<file path="src/rtl/serial_adder_ctrl.sv">
// Bit-serial adder controller: reuses one full-adder cell over WIDTH bits,
// LSB first, with a start/done handshake and a registered result.
module serial_adder_ctrl #(
  parameter int unsigned WIDTH = 8
) (
  input  logic             clk,
  input  logic             rst_n,
  input  logic             start,
  input  logic [WIDTH-1:0] a,
  input  logic [WIDTH-1:0] b,
  input  logic             cin,
  output logic             busy,
  output logic             done,
  output logic [WIDTH-1:0] sum,
  output logic             cout
);

  localparam int unsigned CW = (WIDTH > 1) ? $clog2(WIDTH) : 1;
  localparam logic [CW-1:0] LAST = CW'(WIDTH - 1);

  typedef enum logic [1:0] {
    IDLE,
    RUN,
    DONE
  } state_t;

  state_t           r_state;
  state_t           w_state_nxt;
  logic [WIDTH-1:0] r_a_sr;
  logic [WIDTH-1:0] r_b_sr;
  logic [WIDTH-1:0] r_sum_sr;
  logic [WIDTH-1:0] r_sum;
  logic             r_cout;
  logic             r_carry;
  logic [CW-1:0]    r_cnt;
  logic             w_bit;
  logic             w_carry_nxt;
  logic             w_accept;
  logic             w_last;
  logic [WIDTH-1:0] w_sum_sr_nxt;

  always_comb begin
    w_bit        = r_a_sr[0] ^ r_b_sr[0] ^ r_carry;
    w_carry_nxt  = (r_a_sr[0] & r_b_sr[0]) | (r_a_sr[0] & r_carry) | (r_b_sr[0] & r_carry);
    w_accept     = start && ((r_state == IDLE) || (r_state == DONE));
    w_last       = (r_cnt == LAST);
    // New bit enters at the MSB; the concatenate-and-shift form also covers WIDTH=1.
    w_sum_sr_nxt = WIDTH'({w_bit, r_sum_sr} >> 1);
  end

  always_comb begin
    w_state_nxt = r_state;
    case (r_state)
      IDLE:    if (start) w_state_nxt = RUN;
      RUN:     if (w_last) w_state_nxt = DONE;
      DONE:    w_state_nxt = start ? RUN : IDLE;
      default: w_state_nxt = IDLE;
    endcase
  end

  always_ff @(posedge clk or negedge rst_n) begin
    if (!rst_n) begin
      r_state <= IDLE;
    end else begin
      r_state <= w_state_nxt;
    end
  end

  always_ff @(posedge clk or negedge rst_n) begin
    if (!rst_n) begin
      r_a_sr   <= '0;
      r_b_sr   <= '0;
      r_sum_sr <= '0;
      r_carry  <= 1'b0;
      r_cnt    <= '0;
      r_sum    <= '0;
      r_cout   <= 1'b0;
    end else if (w_accept) begin
      r_a_sr  <= a;
      r_b_sr  <= b;
      r_carry <= cin;
      r_cnt   <= '0;
    end else if (r_state == RUN) begin
      r_a_sr   <= r_a_sr >> 1;
      r_b_sr   <= r_b_sr >> 1;
      r_sum_sr <= w_sum_sr_nxt;
      r_carry  <= w_carry_nxt;
      r_cnt    <= r_cnt + CW'(1);
      if (w_last) begin
        r_sum  <= w_sum_sr_nxt;
        r_cout <= w_carry_nxt;
      end
    end
  end

  assign busy = (r_state == RUN);
  assign done = (r_state == DONE);
  assign sum  = r_sum;
  assign cout = r_cout;

endmodule

</file>
<file path="config.mk">
export PLATFORM = sky130hd
export DESIGN_NAME = serial_adder_ctrl
export DESIGN_NICKNAME = d
export VERILOG_FILES = /design/src/rtl/serial_adder_ctrl.sv
export SDC_FILE = /design/constraint.sdc
export NUM_CORES = 1
export LEC_CHECK = 0
export CAP_MARGIN = 20
export CORE_MARGIN = 2
export CORE_UTILIZATION = 55
export CTS_CLUSTER_DIAMETER = 80
export CTS_CLUSTER_SIZE = 10
export DETAILED_ROUTE_END_ITERATION = 16
export PLACE_DENSITY = 0.9
export SYNTH_ARGS = -nofsm -noshare
export SYNTH_HDL_FRONTEND = slang
export SYNTH_SLANG_ARGS = --single-unit
</file>
<file path="constraint.sdc">
create_clock -name clk -period 3.4 [get_ports clk]
set_input_delay 0.68 -clock clk [delete_from_list [all_inputs] [get_ports clk]]
set_output_delay 0.68 -clock clk [all_outputs]
set_load 0.01 [all_outputs]
</file>
==> impl_summary.txt, run 1 <==
----------------------------------------------------
[Routing]
  Iteration count of the initial detailed-routing pass ... 4
  Antenna-violating nets left ... 0
  Total number of vias ... 1230
  DRC Markers ... 0
  Routed wirelength normalized by instance count ... 15.27 um
  DRC marker count from the first detailed-route iteration ... 41
  Detailed Route WL ... 3237 um
  Vias/cell ... 5.802

[Critical path]
  Critical path cell sequence ... nand2b_4 > inv_2 > clkdlybuf4s50_1
  Worst path arrival time ... 2.36 ns
  CP max-delay cell ... dfrtp_1
  Register-to-Register Path Depth ... 4
  Critical Path Max Stage Delay ... 0.75 ns
  Startpoint types ... flip-flop
  Critical-path maximum fanout ... 21
  Capture point of the worst reg-to-reg path ... sum[2]$_DFFE_PN0P_
  R2R setup slack ... 1.42 ns
  Endpoint type of the worst setup path ... output port
  Reg2Reg Launch Point ... r_state[0]$_DFFE_PN0P_
  Required time at the endpoint of the critical path ... 2.72 ns
  Top delay family on crit path ... buffers and inverters
  Critical path buffer and inverter count ... 2
  Type of the worst setup path ... reg -> out

[Clock tree]
  Sinks on Clock Net ... 38
  Number of clock buffers inserted by TritonCTS ... 5
  Total setup buffers inserted after CTS ... 0
  TritonCTS clock tree ... done
  Skew-Pair Late Insertion Delay ... 0.35 ns
  Hold buffer count at cts ... 0
  Root buffer selected by CTS ... clkbuf_4
  Maximum number of buffers from clock root to sink ... 2
  Worst-path clk slew ... 0.11 ns
  Clock H-tree levels ... 2
  Post-cts gate resize count ... 0

[STA]
  Total count of hold-check failures in the final report ... 0
  Unrepaired setup endpoints after global routing ... no
  Final period demand of the worst path ... 3.037 ns
  Final setup viols ... 0
  Relative slew margins ... 45.22%
  Accumulated negative setup slack ... 0 ns
  Share of the clock period used by the worst path ... 89.33%
  Achievable Freq ... 329.3 MHz
  Worst Clk Skew ... 0.003583 ns
  Final count of pins violating max slew ... 0
  Worst-case hold slack ... 0.4162 ns
  Fin worst setup slack ... 0.3629 ns
  Slew @ Worst Pin ... 0.8218 ns

[Placement]
  HPWL after DPL ... 2191 um
  Weighted congestion reported at the end of routability-driven placement ... 0.7983
  Setup slack at placement ... 0.7999 ns
  Port-buffer cells ... 30
  Total placed cells including tap cells ... 205
  Instance area after placement ... 1968 um2

[Layout]
  Most frequent standard cell in the layout excluding fill and tap cells ... dfrtp_1
  Total area of sequential cells ... 950.9 um2
  Antenna diodes ... 0
  Filler-free cell count of the finished design ... 212
  Area of the multi-input gates ... 665.6 um2
  Core Util, Final ... 68.82%
  FILL cells ... 228
  Final standard cell area without fillers ... 2049 um2
  Commonest cells after routing, fill and taps aside ... 38 x dfrtp_1, 29 x clkdlybuf4s50_1, 22 x nand2_1
  Synthesis-to-finish area growth ... 21.24%
  Number of nets at the end of the flow ... 202
  Share of post-route cells with drive strength above 1 ... 13.97%

[Job]
  Max Cap Violations ... 0

[Die]
  Horizontal die dimension ... 59.44 um
  Number of rows created at floorplan ... 20
  Placeable core region ... 2978 um2
  DIE AREA ... 3533 um2
  Starting utilization of the core area ... 56.76%
  Vertical die dimension ... 59.44 um
  Number of ports placed on the die boundary ... 31

[Logic synthesis]
  Number of synthesized register bits ... 38
  Synth warnings ... 0
  Cell variety after synth ... 25
  Syn Inst Count ... 151
  Sequential-to-total area share from yosys stat ... 56.25%
  Net count after synthesis ... 174
  Post-Synthesis Cell Area ... 1690 um2
  Syn avg cell area ... 11.19 um2

[Global route]
  All-Layer GR Usage ... 21.66%
  Global-route wire length before repair ... 5664 um
  Vias in the first global route ... 1241
  Remaining Overflow, GRT ... 0
  Maximum number of pins on one net before global-route repair ... 39
  Antenna violations before repair ... 0

[Worst hold path]
  Class of the most critical hold timing path ... in -> async

[Pwr]
  Overall power consumption ... 1.888 mW
  Power per cell area ... 921.2 nW/um2
  Leakage component of the power ... 0.9015 nW
  IR Drop Worst-Case VDD ... 0.0004171 V

[Status]
  Result of the run ... complete, no violations

----------------------------------------------------
kinds of logic (layout without fill, tap and decap cells):
| group | count (synthesis) | in the layout | share of synthesized area (%) |
|---|---|---|---|
| AOI/OAI and AO/OA | 26 | 26 | 9.919 |
| and+or+nand+nor | 55 | 55 | 15.91 |
| DFF | 38 | 38 | 56.25 |
| muxes | 17 | 17 | 10.88 |
| buffers and inverters | 12 | 40 | 4.366 |
| adders and majority gates | 3 | 3 | 2.665 |
where the power goes:
part / internal [mW] / switching (mW)
clock: 0.171 / 0.148
sequential: 0.664 / 0.170
combinational: 0.383 / 0.351
total: 1.22 / 0.669
how the worst max path moves through the flow:
stage                                      start    to  slack, ns  cells after the start
after global routing      r_state[0]$_DFFE_PN0P_  busy       0.21                      3
final                     r_state[0]$_DFFE_PN0P_  busy       0.36                      3
after global placement    r_state[0]$_DFFE_PN0P_  busy       0.86                      3
after floorplan           r_state[1]$_DFFE_PN0P_  busy       1.76                      5
after detailed placement  r_state[0]$_DFFE_PN0P_  busy       0.80                      3
after CTS                 r_state[0]$_DFFE_PN0P_  busy       0.40                      3
worst reg2reg max path, stage by stage, from the launching register on:
cell and delay (ns):
dfrtp_1 0.75, nand2b_4 0.26, inv_2 0.37, nand2_4 0.17, mux2_2 0.31
registers in the layout (all words and copies together) (netlist names):
| name | flops |
|---|---|
| cout | 1 |
| r_a_sr | 8 |
| r_sum_sr | 7 |
| r_state | 2 |
| r_b_sr | 8 |
| r_cnt | 3 |
| r_carry | 1 |
| sum | 8 |
cell usage after synthesis (all sizes together):
master	instances	area, um2
a211oi	5	37.54
a21oi	5	25.02
a22o	3	26.28
a22oi	1	7.510
buf	8	58.80
clkbuf	2	7.510
dfrtp	38	950.9
fa	1	20.02
ha	2	25.02
inv	2	7.500
mux2	11	123.9
mux2i	6	60.06
nand2	23	93.84
nand2b	2	20.02
nand3	3	15.01
nor2	11	41.29
nor2b	7	43.79
nor3	9	55.05
o21ai	3	15.01
o22ai	9	56.30
final cells by class:
cell class,count,area share [%]
multi-input combinational,101,32.48
tap,33,2.015
sequential,38,46.40
clock buffer,6,2.503
timing repair buffer,31,14.77
clock inverter,1,1.465
inverter,2,0.3663
per-layer routing:
layer  share of wire [%]  wire (um)  track usage, %
met1                  45       1467           28.18
met2                  48       1558           34.07
met3                 4.9        159           6.332
met4                 1.6         52           8.442
met5                   0          0               0
(Power assumes the default switching activity.)
==> run 2, diff against run 1 <==
SKIP_LAST_GASP = 1   (was unset)
TNS_END_PERCENT = 10   (was unset)
==> results of run 2 <==
No change in the layout: final DEF, timing and power equal those of run 1.
==> run 3, diff against run 2 <==
CORE_MARGIN = 5   (was 2)
==> run 3 against run 2 <==
Clock skew rose by 0.0026 ns. Largest cell class unchanged. Flip-flop and latch count unchanged. Final cell count is 0.47% lower. Die area grew 21%.
==> impl_summary.txt, run 3 (same netlist as run 1, synthesis figures left out) <==
----------------------------------------------------
[Placement]
  Instance area after placement ... 1968 um2 (unchanged)
  Weighted congestion reported at the end of routability-driven placement ... 0.7689 (was 0.7983)
  HPWL after DPL ... 2330 um (was 2191 um)
  Total placed cells including tap cells ... 205 (unchanged)
  Setup slack at placement ... 0.7772 ns (was 0.7999 ns)
  Port-buffer cells ... 30 (unchanged)

[Clock tree]
  Maximum number of buffers from clock root to sink ... 2 (unchanged)
  Sinks on Clock Net ... 38 (unchanged)
  Hold buffer count at cts ... 0 (unchanged)
  Worst-path clk slew ... 0.10 ns (was 0.11 ns)
  TritonCTS clock tree ... done (unchanged)
  Total setup buffers inserted after CTS ... 0 (unchanged)
  Clock H-tree levels ... 2 (unchanged)
  Root buffer selected by CTS ... clkbuf_4 (unchanged)
  Skew-Pair Late Insertion Delay ... 0.35 ns (about the same)
  Post-cts gate resize count ... 0 (unchanged)
  Number of clock buffers inserted by TritonCTS ... 5 (unchanged)

[Critical path]
  Critical-path maximum fanout ... 21 (unchanged)
  Critical Path Max Stage Delay ... 0.73 ns (was 0.75 ns)
  Endpoint type of the worst setup path ... output port (unchanged)
  Reg2Reg Launch Point ... r_state[0]$_DFFE_PN0P_ (unchanged)
  R2R setup slack ... 1.44 ns (was 1.42 ns)
  Required time at the endpoint of the critical path ... 2.72 ns (about the same)
  Type of the worst setup path ... reg -> out (unchanged)
  Critical path cell sequence ... nand2b_4 > inv_2 > clkdlybuf4s50_1 (unchanged)
  Startpoint types ... flip-flop (unchanged)
  Capture point of the worst reg-to-reg path ... sum[2]$_DFFE_PN0P_ (unchanged)
  Register-to-Register Path Depth ... 4 (unchanged)
  Worst path arrival time ... 2.33 ns (was 2.36 ns)
  CP max-delay cell ... dfrtp_1 (unchanged)

[Die]
  Number of rows created at floorplan ... 20 (unchanged)
  Placeable core region ... 3003 um2 (was 2978 um2)
  Number of ports placed on the die boundary ... 31 (unchanged)
  Horizontal die dimension ... 65.44 um (was 59.44 um)
  DIE AREA ... 4282 um2 (was 3533 um2)
  Starting utilization of the core area ... 56.29% (was 56.76%)
  Vertical die dimension ... 65.44 um (was 59.44 um)

[STA]
  Total count of hold-check failures in the final report ... 0 (unchanged)
  Final setup viols ... 0 (unchanged)
  Final period demand of the worst path ... 3.011 ns (was 3.037 ns)
  Worst-case hold slack ... 0.4175 ns (was 0.4162 ns)
  Worst Clk Skew ... 0.006161 ns (was 0.003583 ns)
  Final count of pins violating max slew ... 0 (unchanged)
  Relative slew margins ... 45.12% (was 45.22%)
  Fin worst setup slack ... 0.3894 ns (was 0.3629 ns)
  Slew @ Worst Pin ... 0.8232 ns (was 0.8218 ns)
  Accumulated negative setup slack ... 0 ns (unchanged)
  Achievable Freq ... 332.2 MHz (was 329.3 MHz)
  Share of the clock period used by the worst path ... 88.55% (was 89.33%)
  Unrepaired setup endpoints after global routing ... no (unchanged)

[Global route]
  All-Layer GR Usage ... 17.29% (was 21.66%)
  Global-route wire length before repair ... 5582 um (was 5664 um)
  Met1 Resource Use GR ... 20.00% (was 28.18%)
  Antenna violations before repair ... 0 (unchanged)
  GR Layer Usage met2 ... 29.58% (was 34.07%)
  Remaining Overflow, GRT ... 0 (unchanged)
  Met3 track demand over resource ... 6.325% (was 6.332%)
  Maximum number of pins on one net before global-route repair ... 39 (unchanged)
  Vias in the first global route ... 1244 (was 1241)
  Routing layer with the top usage in global route ... met2 (unchanged)

[Pwr]
  Power per cell area ... 888.2 nW/um2 (was 921.2 nW/um2)
  Overall power consumption ... 1.794 mW (was 1.888 mW)
  Leakage component of the power ... 0.8874 nW (was 0.9015 nW)
  IR Drop Worst-Case VDD ... 0.0005141 V (was 0.0004171 V)

[Routing]
  Routed wirelength normalized by instance count ... 15.42 um (was 15.27 um)
  DRC marker count from the first detailed-route iteration ... 59 (was 41)
  DRC Markers ... 0 (unchanged)
  Iteration count of the initial detailed-routing pass ... 4 (unchanged)
  Total number of vias ... 1231 (was 1230)
  Vias/cell ... 5.834 (was 5.802)
  Detailed Route WL ... 3254 um (was 3237 um)
  Antenna-violating nets left ... 0 (unchanged)

[Layout]
  Number of nets at the end of the flow ... 202 (unchanged)
  Most frequent standard cell in the layout excluding fill and tap cells ... dfrtp_1 (unchanged)
  Share of post-route cells with drive strength above 1 ... 13.48% (was 13.97%)
  Final standard cell area without fillers ... 2019 um2 (was 2049 um2)
  Filler-free cell count of the finished design ... 211 (was 212)
  Synthesis-to-finish area growth ... 19.47% (was 21.24%)
  Antenna diodes ... 0 (unchanged)
  Commonest cells after routing, fill and taps aside ... 38 x dfrtp_1, 29 x clkdlybuf4s50_1, 22 x nand2_1 (unchanged)
  Core Util, Final ... 67.25% (was 68.82%)

[Worst hold path]
  Class of the most critical hold timing path ... in -> async (unchanged)

[Status]
  Result of the run ... complete, no violations (unchanged)

[Job]
  Max Cap Violations ... 0 (unchanged)

----------------------------------------------------
## run 3: worst max-delay path: cells and delay by family, from the launching register on
kind | cells | cell delay (ns)
flip-flops | 1 | 0.73
buffers and inverters | 2 | 0.99
AND/OR/NAND/NOR | 1 | 0.25
## run 3: how the worst max path moves through the flow
stage	cells after the start	from	end	slack (ns)
6_report	3	r_state[0]$_DFFE_PN0P_	busy	0.39
5_1_grt	3	r_state[0]$_DFFE_PN0P_	busy	0.22
4_1_cts	3	r_state[0]$_DFFE_PN0P_	busy	0.38
3_5_place_dp	3	r_state[0]$_DFFE_PN0P_	busy	0.78
3_3_place_gp	3	r_state[0]$_DFFE_PN0P_	busy	0.86
2_1_floorplan	5	r_state[1]$_DFFE_PN0P_	busy	1.76
## run 3: cell type report
class	count	area, um2
Fill cell	245	983.4
Sequential cell	38	950.9
Multi-Input combinational cell	101	665.6
Timing Repair Buffer	31	302.8
Clock buffer	6	51.30
Tap cell	33	41.29
Inverter	2	7.507
## run 3: power breakdown
part / switching [mW] / total (mW) / internal (mW)
clock network: 0.137 / 0.230 / 0.0931
logic: 0.348 / 0.730 / 0.382
registers: 0.168 / 0.833 / 0.665
## run 3: layer usage
metal  wire length, um  share of wire, %
met5                 0                 0
met2              1654                51
met1              1332                41
met3               209               6.4
met4                57               1.8
